[src/rtl/iterative_divider.sv]
// Purpose: multi-cycle restoring divider (quotient + remainder), one trial subtraction per clock.
// Latency: BIT_COUNT+1 cycles from accepted start to done; 1 cycle for a zero divisor.
// Backpressure: none queued; start is ignored while busy, the core stalls on busy.
// Optional feature: SIGNED_DIV_EN adds a signed_op input for two's-complement division.
module iterative_divider #(
  parameter int BIT_COUNT = 8
) (
  input  logic                 clk,
  input  logic                 rst_n,
  input  logic                 start,
  input  logic [BIT_COUNT-1:0] dividend,
  input  logic [BIT_COUNT-1:0] divisor,
`ifdef SIGNED_DIV_EN
  input  logic                 signed_op,
`endif
  output logic                 busy,
  output logic                 done,
  output logic [BIT_COUNT-1:0] quotient,
  output logic [BIT_COUNT-1:0] remainder,
  output logic                 div_by_zero
);

  localparam int CW = $clog2(BIT_COUNT + 1);
  localparam logic [CW-1:0] CNT_INIT = CW'(BIT_COUNT);
  localparam logic [CW-1:0] CNT_ONE  = CW'(1);

  typedef enum logic [1:0] {
    S_IDLE = 2'd0,
    S_RUN  = 2'd1,
    S_DONE = 2'd2
  } state_t;

  state_t               r_state;
  state_t               w_state_next;

  // Working registers: partial remainder, dividend/quotient shift register, iteration count.
  logic [BIT_COUNT-1:0] r_rem;
  logic [BIT_COUNT-1:0] r_quo;
  logic [BIT_COUNT-1:0] r_divisor;
  logic [CW-1:0]        r_count;
  logic                 r_neg_q;
  logic                 r_neg_r;

  // Result registers, held between completed operations.
  logic [BIT_COUNT-1:0] r_quotient;
  logic [BIT_COUNT-1:0] r_remainder;
  logic                 r_div_by_zero;

  logic                 w_signed_op;
  logic                 w_dividend_neg;
  logic                 w_divisor_neg;
  logic [BIT_COUNT-1:0] w_abs_dividend;
  logic [BIT_COUNT-1:0] w_abs_divisor;
  logic                 w_divisor_zero;

  logic [BIT_COUNT:0]   w_shift_rem;
  logic [BIT_COUNT:0]   w_trial;
  logic                 w_borrow;
  logic                 w_unused_trial_msb;
  logic [BIT_COUNT-1:0] w_rem_next;
  logic [BIT_COUNT-1:0] w_quo_next;
  logic [BIT_COUNT-1:0] w_q_final;
  logic [BIT_COUNT-1:0] w_r_final;

`ifdef SIGNED_DIV_EN
  assign w_signed_op = signed_op;
`else
  assign w_signed_op = 1'b0;
`endif

  // Operand conditioning: signed division works on magnitudes and fixes signs at the end.
  // The most negative value maps to itself, which as an unsigned magnitude is correct.
  assign w_dividend_neg = w_signed_op & dividend[BIT_COUNT-1];
  assign w_divisor_neg  = w_signed_op & divisor[BIT_COUNT-1];
  assign w_abs_dividend = w_dividend_neg ? (-dividend) : dividend;
  assign w_abs_divisor  = w_divisor_neg ? (-divisor) : divisor;
  assign w_divisor_zero = (divisor == '0);

  // One restoring step: shift in the next dividend bit, trial-subtract the divisor.
  // The shifted remainder is at most 2*divisor-1, so it needs one extra bit.
  assign w_shift_rem = {r_rem, r_quo[BIT_COUNT-1]};
  assign {w_borrow, w_trial} = {1'b0, w_shift_rem} - {2'b00, r_divisor};
  // A successful trial always leaves a value below the divisor, so its top bit is zero.
  assign w_unused_trial_msb = w_trial[BIT_COUNT];
  assign w_rem_next = w_borrow ? w_shift_rem[BIT_COUNT-1:0] : w_trial[BIT_COUNT-1:0];
  assign w_quo_next = {r_quo[BIT_COUNT-2:0], ~w_borrow};

  // Sign fix-up applied on the last step so results are ready in the DONE cycle.
  assign w_q_final = r_neg_q ? (-w_quo_next) : w_quo_next;
  assign w_r_final = r_neg_r ? (-w_rem_next) : w_rem_next;

  // FSM state register.
  always_ff @(posedge clk or negedge rst_n) begin
    if (!rst_n) begin
      r_state <= S_IDLE;
    end else begin
      r_state <= w_state_next;
    end
  end

  // FSM next-state and status outputs.
  always_comb begin
    w_state_next = r_state;
    busy         = 1'b0;
    done         = 1'b0;
    unique case (r_state)
      S_IDLE: begin
        if (start) begin
          w_state_next = w_divisor_zero ? S_DONE : S_RUN;
        end
      end
      S_RUN: begin
        busy = 1'b1;
        if (r_count == CNT_ONE) begin
          w_state_next = S_DONE;
        end
      end
      S_DONE: begin
        busy         = 1'b1;
        done         = 1'b1;
        w_state_next = S_IDLE;
      end
      default: begin
        w_state_next = S_IDLE;
      end
    endcase
  end

  // Datapath: load operands on accept, iterate in RUN, commit results entering DONE.
  always_ff @(posedge clk or negedge rst_n) begin
    if (!rst_n) begin
      r_rem         <= '0;
      r_quo         <= '0;
      r_divisor     <= '0;
      r_count       <= '0;
      r_neg_q       <= 1'b0;
      r_neg_r       <= 1'b0;
      r_quotient    <= '0;
      r_remainder   <= '0;
      r_div_by_zero <= 1'b0;
    end else begin
      unique case (r_state)
        S_IDLE: begin
          if (start) begin
            r_rem         <= '0;
            r_quo         <= w_abs_dividend;
            r_divisor     <= w_abs_divisor;
            r_count       <= CNT_INIT;
            r_neg_q       <= w_dividend_neg ^ w_divisor_neg;
            r_neg_r       <= w_dividend_neg;
            r_div_by_zero <= w_divisor_zero;
            // A zero divisor skips iteration: results are defined directly.
            if (w_divisor_zero) begin
              r_quotient  <= '1;
              r_remainder <= dividend;
            end
          end
        end
        S_RUN: begin
          r_rem   <= w_rem_next;
          r_quo   <= w_quo_next;
          r_count <= r_count - CNT_ONE;
          if (r_count == CNT_ONE) begin
            r_quotient  <= w_q_final;
            r_remainder <= w_r_final;
          end
        end
        default: begin
        end
      endcase
    end
  end

  assign quotient    = r_quotient;
  assign remainder   = r_remainder;
  assign div_by_zero = r_div_by_zero;

endmodule

[config.mk]
export PLATFORM = sky130hd
export DESIGN_NAME = iterative_divider
export DESIGN_NICKNAME = d
export VERILOG_FILES = /design/src/rtl/iterative_divider.sv
export SDC_FILE = /design/constraint.sdc
export NUM_CORES = 1
export LEC_CHECK = 0
export ABC_AREA = 1
export CAP_MARGIN = 20
export CORE_ASPECT_RATIO = 2
export CORE_MARGIN = 2
export CORE_UTILIZATION = 40
export CTS_CLUSTER_SIZE = 24
export DETAILED_ROUTE_END_ITERATION = 10
export PLACE_DENSITY_LB_ADDON = 0.25
export SKIP_CTS_REPAIR_TIMING = 1
export SYNTH_ARGS = -nofsm -noshare
export SYNTH_HDL_FRONTEND = slang
export SYNTH_SLANG_ARGS = --single-unit
[constraint.sdc]
create_clock -name clk -period 4.42 [get_ports clk]
set_input_delay 0.884 -clock clk [delete_from_list [all_inputs] [get_ports clk]]
set_output_delay 0.884 -clock clk [all_outputs]
set_load 0.02 [all_outputs]
### Word-level counts from Yosys, hierarchy flattened

Index checks and enable logic that the tools add are counted.
W data, S select, Z words.

* add/subtract/negate cells: 2
* $mul: 0
* divide/modulo/power cells: 0
* $lt $le $gt $ge: 0
* equality and inequality tests: 6
* shifts and indexed selects: 0
* muxes and demuxes: 21
* bitwise gates (word level): 1
* reduce and logical (&&, ||, !) cells: 8

Operator list (count)
* $mux W8: 9
* $pmux W8 S2: 4
* $sub A9 B8 Y10: 1
* $logic_not A8 Y1: 1
* $pmux W4 S2: 1
* $mux W2: 3
* $ne A2 B2 Y1 const B: 3
* $reduce_and A2 Y1: 3
* $eq A4 B1 Y1 const B: 1
* $mux W4: 1
* $pmux W2 S2: 1
* $reduce_and A4 Y1: 1
* $sub A4 B1 Y4 const B: 1
* $eq A2 B1 Y1 const B: 1
* $eq A2 B2 Y1 const B: 1
* $logic_not A2 Y1: 1
* $mux W1: 2
* $reduce_bool A2 Y1: 1
* $reduce_or A2 Y1: 1
* $not A1 Y1: 1

* bits in registers: 47
* bits in latches: 0
* bits in writable memories: 0
* bits in read-only memories: 0
* bits of input ports: 19
* output and inout bits: 19
* logic and storage cells: 46
* memories: 0

### Logic depth before layout (Yosys ltp)

* depth after elaboration: 4
* mapped depth: 13
* gate-level depth less buffers: 13

### Least setup slack after synthesis

No wires, ideal clock.

* path kind: input port to flip-flop
* from: input port divisor[5]
* to: register r_remainder[1], in the netlist remainder[1]
* library setup time: 0.113 ns
* data arrival time: 1.789 ns
* required time: 4.307 ns
* setup slack: 2.518 ns
* stages on the path: 11
* buffers on the path: 1
* cell sequence: nor2_1 -> nand3_1 -> nor2_2 -> nand2_1 -> nand2_1 -> nand2_2 -> buf_4 -> nor2_1 -> nand3_1 -> nand2_1 -> inv_1

* word-level cells in the longest chain between the ends: 3

RTL lines
* start, declared: line 12 `input logic [BIT_COUNT-1:0] divisor,`
* $logic_not A8 Y1: line 77 `assign w_divisor_zero = (divisor == '0);`
* $ne A2 B2 Y1 (no line)
* $reduce_and A4 Y1 (no line)
* end signal, assigned: line 155 `r_remainder <= dividend;`
* end signal, assigned: line 165 `r_remainder <= w_r_final;`
* end, declared: line 46 `logic [BIT_COUNT-1:0] r_remainder;`

Every way passes these cells.
A chain may end at the register's enable or synchronous reset.

### Final worst setup path

* from: register r_state[1]
* to: register r_remainder[1], in the netlist remainder[1]

* word-level cells in the longest chain between the ends: 3
* elaborated cells between the ends (all ways): 8
* those cells by class: eq/ne (4); mux (1); reduce/logical (3)

RTL lines
* start, declared: line 33 `state_t r_state;`
* start signal, assigned: line 97 `r_state <= w_state_next;`
* $eq A2 B1 Y1 / $logic_not A2 Y1 (equally long branches): line 142 `unique case (r_state)`
* $ne A2 B2 Y1 (no line) / $reduce_bool A2 Y1 (equally long branches)
* $reduce_and A4 Y1 (no line)

Parallel ways exist; a longest one is shown, timed or not.

==> results by stage <==
Outcome:
- The run finished with clean final reports.

Placement:
- Detailed placement ended at an HPWL of 4678 um.
- Routability-driven placement finished with a final weighted congestion of 0.7917.
- The number of I/O port buffers is 37.
- The post-place setup slack is 1.328 ns.

Worst setup path:
- The arrival time of data at the critical path endpoint is 3.06 ns.
- The kind of critical path is reg -> reg.
- STA classifies the critical path endpoint as a flop.
- The worst setup path is launched from a flop.
- The launching point of the worst reg2reg path is r_state[1]$_DFFE_PN0P_.
- The required arrival time at the worst endpoint is 4.60 ns.
- The maximum fanout along the worst path is 25.
- The critical path launch point is r_state[1]$_DFFE_PN0P_.

Yosys:
- The number of standard cells after synthesis is 373.
- Yosys instantiated no cell more often than sky130_fd_sc_hd__nand2_1.
- By count the netlist is led by sky130_fd_sc_hd__nand2_1, sky130_fd_sc_hd__inv_1, sky130_fd_sc_hd__dfrtp_1.
- The share of synthesized flip-flops with an asynchronous set or reset is 100.0%.
- After synthesis, the cell types taking the most area are sky130_fd_sc_hd__dfrtp_1, sky130_fd_sc_hd__nand2_1, sky130_fd_sc_hd__inv_1.
- The number of synthesized register bits is 47.
- Counting flops with a built-in enable in the synthesized netlist gives 0.
- The post-synth design cell area is 2730 um^2.
- For this run, the leading register cell type out of synthesis is sky130_fd_sc_hd__dfrtp_1.
- The biggest area contributor in the post-synthesis netlist is sky130_fd_sc_hd__dfrtp_1.
- Of the synthesized area, sequential elements account for 43.08%.
- Counting distinct cell types in the post-synthesis netlist gives 28.
- Synthesis produced a netlist with a net count of 406.
- The share of the synthesized area in the top cell type is 43.08%.
- A synthesized cell averages 7.319 um^2.
- During synthesis, Yosys emitted a total of 0 warnings.

Pwr:
- The cell-internal power is 0.001328 W.
- The maximum VDD drop is 0.0003569 V.
- Net switching is 43.03% of the power.
- Combinational logic burns 52.0% of the power.
- Power spread over the standard cell area amounts to 697.4 nW/um^2.
- The switching power of the nets is 0.001003 W.
- Summed over all cells, the static leakage comes to 1.797 nW.
- Of the total power, registers draw 30.9%.
- The part of the total power dissipated in the clock network is 17.1%.

Route:
- The detailed-route vias per instance is 4.728.
- The number of optimization iterations in the first detailed-route pass is 5.
- The post-detailed-route DRC marker count is 0.
- The final layout contains routed wiring with a total length of 6072 um.
- The first routing iteration left 92 violations.
- In the final routed layout, each cell accounts on average for 12.22 um.
- The remaining antenna violation count after routing is 0.
- The routed via count is 2,350.

Floorplanning:
- From bottom edge to top edge, the die measures 120.8 um.
- The horizontal die dimension is 62.42 um.
- The row count is 42.
- The area of the die is 7542 um^2.
- The total area inside the core boundary comes to 6621 um^2.
- The initial cell density of the core is 41.23%.
- During I/O placement, the number of pins put on the boundary was 38.

Cells and area:
- The fraction of final layout cells sized beyond drive strength 1 is 4.401%.
- The number of fillers in the final layout is 703.
- In the final layout, the multi-input gates occupy 1271 um^2.
- The count of nets after finishing is 441.
- The area growth from synthesis to layout is 22.46%.
- The area occupied by registers is 1176 um^2.
- The count of inserted antenna diode cells is 0.

CTS:
- Clock tree synthesis found a total of 47 sinks.
- The H-tree was split into 2 levels.
- The tree is rooted in a sky130_fd_sc_hd__clkbuf_16.
- The total clock buffers created by CTS is 5.
- Clock-pin slew was measured on the worst setup and hold paths at 0.06 ns.
- The maximum clock path buffer count is 2.
- The source-to-sink clock delay at the later pin of the worst-skew pair is 0.29 ns.
- The TritonCTS clock tree is built.

STA:
- In the post-route analysis, the smallest setup slack over all paths is 1.546 ns.
- The worst clock skew on the final layout is 0.006382 ns.
- The worst max-slew margin expressed relative to the limit is 44.48%.
- The minimum period implied by the final worst setup slack is 2.874 ns.
- The count of final hold-check violations was 0.
- The final count of pins violating max slew came to 0.
- Setup violations remaining at the end of the flow were counted as 0.
- The pin slew with the least headroom to its limit is 0.8328 ns.
- Summed over all failing endpoints, the final setup total negative slack is 0 ns.
- The smallest hold slack is 0.4769 ns.
- The ratio of final minimum period to clock period is 65.02%.
- Setup repair after global routing left no endpoint under its margin.
- Timing would allow up to 348.0 MHz.

Job:
- The max-cap check violation count is 0.

Global routing:
- Entering global routing, the biggest net connects 48 pins.
- Global routing finished with a remaining overflow of 0.
- The aggregate global-route resource usage is 17.68%.
- The via count of the first global-routing pass is 2,359.
- The number of antenna violations at the first check in global routing was 0.
- The first global-routing pass estimated 10,580 um of wire.

Min path:
- The class of the tightest hold or removal check is in -> async.
==> power by group through the flow <==
stage / registers (W) / logic, W / clock network (W)
after global routing: 0.000747 / 0.00138 / 0.000423
after CTS: 0.000724 / 0.00123 / 0.000405
after detailed placement: 0.000731 / 0.00122 / 0
after floorplan: 0.000800 / 0.000773 / 0
final: 0.000721 / 0.00121 / 0.000398
after global placement: 0.000724 / 0.00120 / 0
==> layout make-up <==
cell class	count	area share (%)
multi-input cells	252	38.02
clock buffers	7	4.566
repair buffers	38	11.53
well taps	88	3.293
inverters	64	7.186
clock inverters	1	0.2246
flip-flops and latches	47	35.18
==> path summary, 6_finish.rpt <==
path	to	slack, ns	depth (start not counted)
max	remainder[1]$_DFFE_PN0P_	1.55	10
min	r_state[1]$_DFFE_PN0P_	0.48	1
max reg2reg	remainder[1]$_DFFE_PN0P_	1.55	10
min reg2reg	quotient[7]$_DFFE_PN0P_	0.48	2
max in group asynchronous	r_rem[6]$_DFFE_PN0P_	3.45	2
min in group clk	quotient[7]$_DFFE_PN0P_	0.48	2
==> sequential cells by signal (all words and copies together) (netlist names) <==
register / count
r_state: 2
r_count: 4
r_divisor: 8
div_by_zero: 1
r_quo: 8
r_rem: 8
quotient: 8
remainder: 8
==> worst max-delay path: stages, from the launching register on <==
cell	delay, ns
sky130_fd_sc_hd__dfrtp_1	0.40
sky130_fd_sc_hd__inv_1	0.08
sky130_fd_sc_hd__ha_1	0.70
sky130_fd_sc_hd__inv_2	0.35
sky130_fd_sc_hd__a31oi_1	0.30
sky130_fd_sc_hd__nor2_1	0.13
sky130_fd_sc_hd__nand2_2	0.35
sky130_fd_sc_hd__inv_2	0.13
sky130_fd_sc_hd__or2_1	0.23
sky130_fd_sc_hd__nand2_1	0.06
sky130_fd_sc_hd__inv_1	0.03
==> kinds of logic (layout without fill, tap and decap cells) <==
logic type	Yosys count	after routing	share of synthesized area, %
AND/OR/NAND/NOR	192	192	30.43
adder cells (fa/ha/maj)	14	14	6.691
XOR/XNOR	2	2	0.6417
AO/OA/AOI/OAI	44	44	8.800
flip-flops	47	47	43.08
buffers and inverters	74	110	10.36
==> cells in the final DEF, fill, tap and decap left out <==
cell                              count
sky130_fd_sc_hd__clkbuf_8             2
sky130_fd_sc_hd__buf_12               1
sky130_fd_sc_hd__buf_2                1
sky130_fd_sc_hd__o22ai_1              1
sky130_fd_sc_hd__a31oi_1              1
sky130_fd_sc_hd__nand2_1            115
sky130_fd_sc_hd__nand2_2              1
sky130_fd_sc_hd__nor2_1              24
sky130_fd_sc_hd__nor3_2               1
sky130_fd_sc_hd__clkdlybuf4s50_1     36
sky130_fd_sc_hd__nand3_4              1
sky130_fd_sc_hd__fa_1                 1
sky130_fd_sc_hd__clkbuf_16            5
sky130_fd_sc_hd__inv_2                3
sky130_fd_sc_hd__dfrtp_1             47
sky130_fd_sc_hd__o32ai_1              1
sky130_fd_sc_hd__o21ai_0             31
sky130_fd_sc_hd__a21oi_1              6
sky130_fd_sc_hd__nor3_1               1
sky130_fd_sc_hd__clkinvlp_4           1
sky130_fd_sc_hd__xnor2_1              2
sky130_fd_sc_hd__ha_1                13
sky130_fd_sc_hd__or2_0                4
sky130_fd_sc_hd__a21o_1               1
sky130_fd_sc_hd__nor2_2               1
sky130_fd_sc_hd__nand3_1             29
sky130_fd_sc_hd__o21ai_1              2
sky130_fd_sc_hd__inv_1               61
sky130_fd_sc_hd__nand4_1              9
sky130_fd_sc_hd__or2_1                6
sky130_fd_sc_hd__a21oi_4              1
==> routing by layer <==
metal	part of all wire (%)	routed length, um	global-route usage, %
met1	38	2325	18.63
met2	56	3415	34.07
met3	2.5	151	2.512
met4	2.9	179	7.639
met5	0	0	0
==> through the flow <==
stage	util [%]	total power (W)	cells	area, um^2
2_1_floorplan	-	0.001573	373	2730
3_3_place_gp	47.77	0.001923	488	3163
3_5_place_dp	47.77	0.001950	488	3163
4_1_cts	50.19	0.002356	496	3323
5_1_grt	50.49	0.002547	497	3343
6_report	50.49	0.002331	497	3343
Power figures use the tool's default switching activity.
